<file path="src/rtl/iobus_arb.sv">
// iobus_arb: two-port arbiter and request/done/release sequencer for the PDS I/O bus master.
// Optional IOREQ watchdog is compiled in by defining IOARB_WDT_EN.
module iobus_arb #(
    parameter int unsigned RR         = 1,
    parameter int unsigned WDT_CYCLES = 255
) (
    input  logic       C16M,
    input  logic       nRES,
    input  logic       R0REQ,
    input  logic       R0RW,
    input  logic       R0LDS,
    input  logic       R0UDS,
    output logic       R0DONE,
    input  logic       R1REQ,
    input  logic       R1RW,
    input  logic       R1LDS,
    input  logic       R1UDS,
    output logic       R1DONE,
    output logic       IOREQ,
    output logic       IORW,
    output logic       IOLDS,
    output logic       IOUDS,
    input  logic       IOACT,
    input  logic       IODONE,
    output logic       ASEL,
    output logic [1:0] GNT,
    output logic       TMO
);

    localparam logic [1:0] StIdle = 2'd0;
    localparam logic [1:0] StReq  = 2'd1;
    localparam logic [1:0] StRel  = 2'd2;

    logic [1:0] state_q, state_d;
    logic       ioreq_q, ioreq_d;
    logic [2:0] attr_q, attr_d;     // {rw, lds, uds}
    logic       asel_q, asel_d;
    logic [1:0] gnt_q, gnt_d;
    logic [1:0] done_q, done_d;
    logic       last_q, last_d;
    logic       both_req;
    logic       win;
    logic       wdt_hit;

`ifdef IOARB_WDT_EN
    localparam logic [7:0] WdtLast = 8'(WDT_CYCLES - 1);

    logic [7:0] cnt_q, cnt_d;
    logic       tmo_q, tmo_d;

    assign wdt_hit = (cnt_q == WdtLast);
    assign TMO     = tmo_q;

    // Counter sits at zero in IDLE, so it is cleared on every entry to REQ.
    always_comb begin
        cnt_d = cnt_q;
        tmo_d = 1'b0;
        if (state_q == StIdle) begin
            cnt_d = '0;
        end else if (state_q == StReq) begin
            cnt_d = cnt_q + 8'd1;
            tmo_d = wdt_hit && !IODONE;
        end
    end

    always_ff @(posedge C16M or negedge nRES) begin
        if (!nRES) begin
            cnt_q <= '0;
            tmo_q <= 1'b0;
        end else begin
            cnt_q <= cnt_d;
            tmo_q <= tmo_d;
        end
    end
`else
    logic unused_wdt_cfg;
    assign unused_wdt_cfg = ^WDT_CYCLES;
    assign wdt_hit        = 1'b0;
    assign TMO            = 1'b0;
`endif

    assign both_req = R0REQ & R1REQ;
    assign win      = both_req ? ((RR != 0) ? ~last_q : 1'b0) : R1REQ;

    always_comb begin
        state_d = state_q;
        ioreq_d = ioreq_q;
        attr_d  = attr_q;
        asel_d  = asel_q;
        gnt_d   = gnt_q;
        done_d  = 2'b00;
        last_d  = last_q;
        case (state_q)
            StIdle: begin
                if (R0REQ || R1REQ) begin
                    ioreq_d = 1'b1;
                    attr_d  = win ? {R1RW, R1LDS, R1UDS} : {R0RW, R0LDS, R0UDS};
                    asel_d  = win;
                    gnt_d   = win ? 2'b10 : 2'b01;
                    last_d  = win;
                    state_d = StReq;
                end
            end
            StReq: begin
                if (IODONE || wdt_hit) begin
                    ioreq_d = 1'b0;
                    done_d  = gnt_q;
                    state_d = StRel;
                end
            end
            StRel: begin
                // Release only once the bus master has fully gone idle.
                if (!IOACT && !IODONE) begin
                    gnt_d   = 2'b00;
                    state_d = StIdle;
                end
            end
            default: begin
                ioreq_d = 1'b0;
                gnt_d   = 2'b00;
                state_d = StIdle;
            end
        endcase
    end

    always_ff @(posedge C16M or negedge nRES) begin
        if (!nRES) begin
            state_q <= StIdle;
            ioreq_q <= 1'b0;
            attr_q  <= 3'b100;
            asel_q  <= 1'b0;
            gnt_q   <= 2'b00;
            done_q  <= 2'b00;
            last_q  <= 1'b1;
        end else begin
            state_q <= state_d;
            ioreq_q <= ioreq_d;
            attr_q  <= attr_d;
            asel_q  <= asel_d;
            gnt_q   <= gnt_d;
            done_q  <= done_d;
            last_q  <= last_d;
        end
    end

    assign IOREQ  = ioreq_q;
    assign IORW   = attr_q[2];
    assign IOLDS  = attr_q[1];
    assign IOUDS  = attr_q[0];
    assign ASEL   = asel_q;
    assign GNT    = gnt_q;
    assign R0DONE = done_q[0];
    assign R1DONE = done_q[1];

endmodule

</file>
<file path="config.mk">
export PLATFORM = sky130hd
export DESIGN_NAME = iobus_arb
export DESIGN_NICKNAME = d
export VERILOG_FILES = /design/src/rtl/iobus_arb.sv
export SDC_FILE = /design/constraint.sdc
export NUM_CORES = 1
export LEC_CHECK = 0
export CORE_MARGIN = 4
export CORE_UTILIZATION = 39
export DETAILED_ROUTE_END_ITERATION = 6
export PLACE_DENSITY = 0.82
export SLEW_MARGIN = 20
export SYNTH_ARGS = -nofsm -noshare
export SYNTH_HDL_FRONTEND = slang
export SYNTH_SLANG_ARGS = --single-unit
</file>
<file path="constraint.sdc">
create_clock -name C16M -period 1.85 [get_ports C16M]
set_clock_uncertainty 0.2 [all_clocks]
set_input_delay 0.37 -clock C16M [delete_from_list [all_inputs] [get_ports C16M]]
set_output_delay 0.37 -clock C16M [all_outputs]
set_load 0.005 [all_outputs]
</file>
==> impl_metrics.csv <==
group,metric,value,unit
run_status,outcome,"finished, final reports clean",
placed_design,pre_cts_slack,-0.02936,ns
worst_setup_path,setup.worst_path.end,"GNT[0]",
synthesis,syn-cell-area,515.5,µm²
synthesis,synth_top_cell_by_area,"dfrtp_1",
sta,fmax,583.9,MHz
clock_network,clk_pin_slew_worst_paths,0.07,ns
global_route,antenna_found_initial,0,
worst_setup_path,startpoint,"GNT[0]$_DFFE_PN0P_",
synthesis,ys_top_cells_by_area,"dfrtp_1 (49%), dfstp_2 (10%), a221o_1 (5.8%)",
synthesis,synth_cell_types,18,
worst_setup_path,cpMaxStageDelayCell,"clkdlybuf4s50_1",
sta,rsz0062_at_grt,"false",
route,routed-wl-met2,469,µm
worst_setup_path,reg2reg_to,"attr_q[0]$_DFFE_PN0P_",
route,wirelength,1009,µm
sta,hold_viol_final,0,
route,ant_nets,0,
route,top_layer,"met4",
worst_setup_path,crit_buf_inv,1,
global_route,grt_pass1_wl,1711,µm
synthesis,yosysSeqAreaShare,0.5874,
floorplanning,boundaryPins,22,
route,route.met3.wl,98,µm
power_and_ir_drop,power,0.001123,W
route,routedWlPerCell,12.61,µm
floorplanning,rows,12,
worst_setup_path,cp_max_fo,3,
worst_setup_path,arrival,1.14,ns
clock_network,hold_buffers,0,
route,vias,410,
synthesis,synth_top_area_frac,0.4854,
clock_network,cts.htree.levels,1,
route,drc,0,
worst_hold_path,holdCritPathClass,"in -> async",
worst_setup_path,cp.required,1.28,ns
layout,antennaDiodeCount,0,
global_route,grt_overflow_total,0,
worst_setup_path,path_cells,"clkdlybuf4s50_1",
floorplanning,die_h,44.36,µm
layout,fin_nets,79,
floorplanning,start_util,0.4402,
sta,worst_slack,0.1373,ns
synthesis,syn_inst,44,
worst_setup_path,setup.worst_path.end_class,"output port",
placed_design,port_buffers,20,
worst_setup_path,cp-start-kind,"flop",
synthesis,yosys_warnings,0,
worst_setup_path,worst-path-stages,1,
floorplanning,die-area,0.001967,mm²
worst_setup_path,max_stage_delay,0.51,ns
worst_setup_path,rr_worst_depth,3,
power_and_ir_drop,pwr_density_cell,1498,mW/mm²
route,dr.pass1.iters,2,
worst_setup_path,path_class,"reg -> out",
sta,timing.setup.tns,0,ns
floorplanning,core,0.001171,mm²
sta,setup_viol,0,
clock_network,cts_tree,"built",
route,wl_met1,433,µm
synthesis,synth.avg_cell_area,11.72,µm²
clock_network,clock_path_buffers,2,
placed_design,dp_hpwl,804.4,µm
global_route,grt_use_total,0.1253,
synthesis,mappedNetlistNets,56,
clock_network,clock_sinks,12,
sta,finalCritPeriodShare,0.9258,
route,drtIter0Drc,4,
global_route,grt_max_degree,13,
global_route,first_global_vias,385,
layout,syn_to_final_growth,45.39,%
floorplanning,die_width,44.36,µm
sta,period_minus_slack,1.713,ns
power_and_ir_drop,max-vdd-ir-drop,0.001112,V
worst_setup_path,cpLargestDelayFamily,"buffers and inverters",
sta,drv_slew,0,
clock_network,cts_root_buf,"clkbuf_4",
layout,drive_gt1_frac,0.1515,
worst_setup_path,reg2reg_slack,0.36,ns
job,drv_cap,0,
clock_network,cts_buffers,3,
clock_network,clk_latency,0.27,ns
synthesis,synth.ff_latch_count,12,
power_and_ir_drop,p_leak,0.3495,nW
placed_design,gp_congestion,0.7191,
route,vias_per_cell,5.125,
worst_setup_path,r2r-start,"state_q[1]$_DFFE_PN0P_",
cell usage in the layout, fill, tap and decap left out, types with 3 or more instances in the layout:
cell type,Yosys,routed
a221o_1,3,3
nand2_1,3,3
nor2_1,3,3
o21ai_0,3,3
and4_1,3,3
a21o_1,3,3
clkbuf_4,0,3
clkdlybuf4s50_1,0,19
dfrtp_1,10,10
power breakdown:
part	switching [W]	internal (W)	total [W]
sequential	0.0000787	0.000392	0.000471
clock	0.0000814	0.000120	0.000201
combinational	0.000174	0.000277	0.000451
total	0.000334	0.000789	0.00112
registers in the layout (all words and copies together) (netlist names):
register  count
last_q        1
done_q        2
GNT           2
ASEL          1
IOREQ         1
state_q       2
attr_q        3
cell families after synthesis:
logic type             synth area share
AO/OA/AOI/OAI                    0.1820
buffers and inverters           0.04369
AND/OR/NAND/NOR                  0.1796
other                          0.007275
flip-flops                       0.5874
repair_timing:
item,CTS,global route
setup buffers,0,0
setup endpoints to repair,1,0
gates resized for setup,1,0
per-stage QoR:
step / util / hold WS, ns / area, µm² / instances
3_5_place_dp: 0.6100 / 0.2676 / 714.4 / 76
6_report: 0.6400 / 0.2221 / 749.5 / 80
5_1_grt: 0.6400 / 0.2771 / 749.5 / 80
4_1_cts: 0.6400 / 0.2421 / 749.5 / 80
2_1_floorplan: - / -0.1256 / 515.5 / 44
3_3_place_gp: 0.6100 / 0.2599 / 714.4 / 76
worst min-delay path by stage:
stage                                     end              start  slack, ns
after floorplan              ASEL$_DFFE_PN0P_               nRES      -0.13
after global placement      IOREQ$_DFFE_PN0P_  IOREQ$_DFFE_PN0P_       0.26
after detailed placement    IOREQ$_DFFE_PN0P_  IOREQ$_DFFE_PN0P_       0.27
after CTS                   IOREQ$_DFFE_PN0P_               nRES       0.24
after global routing      done_q[1]$_DFF_PN0_               nRES       0.28
final                       IOREQ$_DFFE_PN0P_               nRES       0.22
cell type report:
cell class | count | area (µm²)
Multi-Input combinational cell | 29 | 190.2
Clock buffer | 4 | 36.28
Inverter | 1 | 3.754
Sequential cell | 12 | 302.8
Timing Repair Buffer | 20 | 198.9
Fill cell | 95 | 421.7
Tap cell | 14 | 17.52
synthesized netlist by cell type, drive strengths merged:
cell type and count:
a21o 3, a221o 3, a31o 2, and2 2
and3 2, and4 3, buf 2, conb 1
dfrtp 10, dfstp 2, inv 1, nand2 3
nand2b 2, nor2 4, o21ai 4
per-layer routing:
| metal | global-route usage | vias to the layer above |
|---|---|---|
| met1 | 0.1487 | 189 |
| met5 | 0 | - |
| li1 | - | 202 |
| met3 | 0.07317 | 3 |
| met2 | 0.1919 | 16 |
| met4 | 0.03614 | 0 |
(Power assumes the default switching activity.)
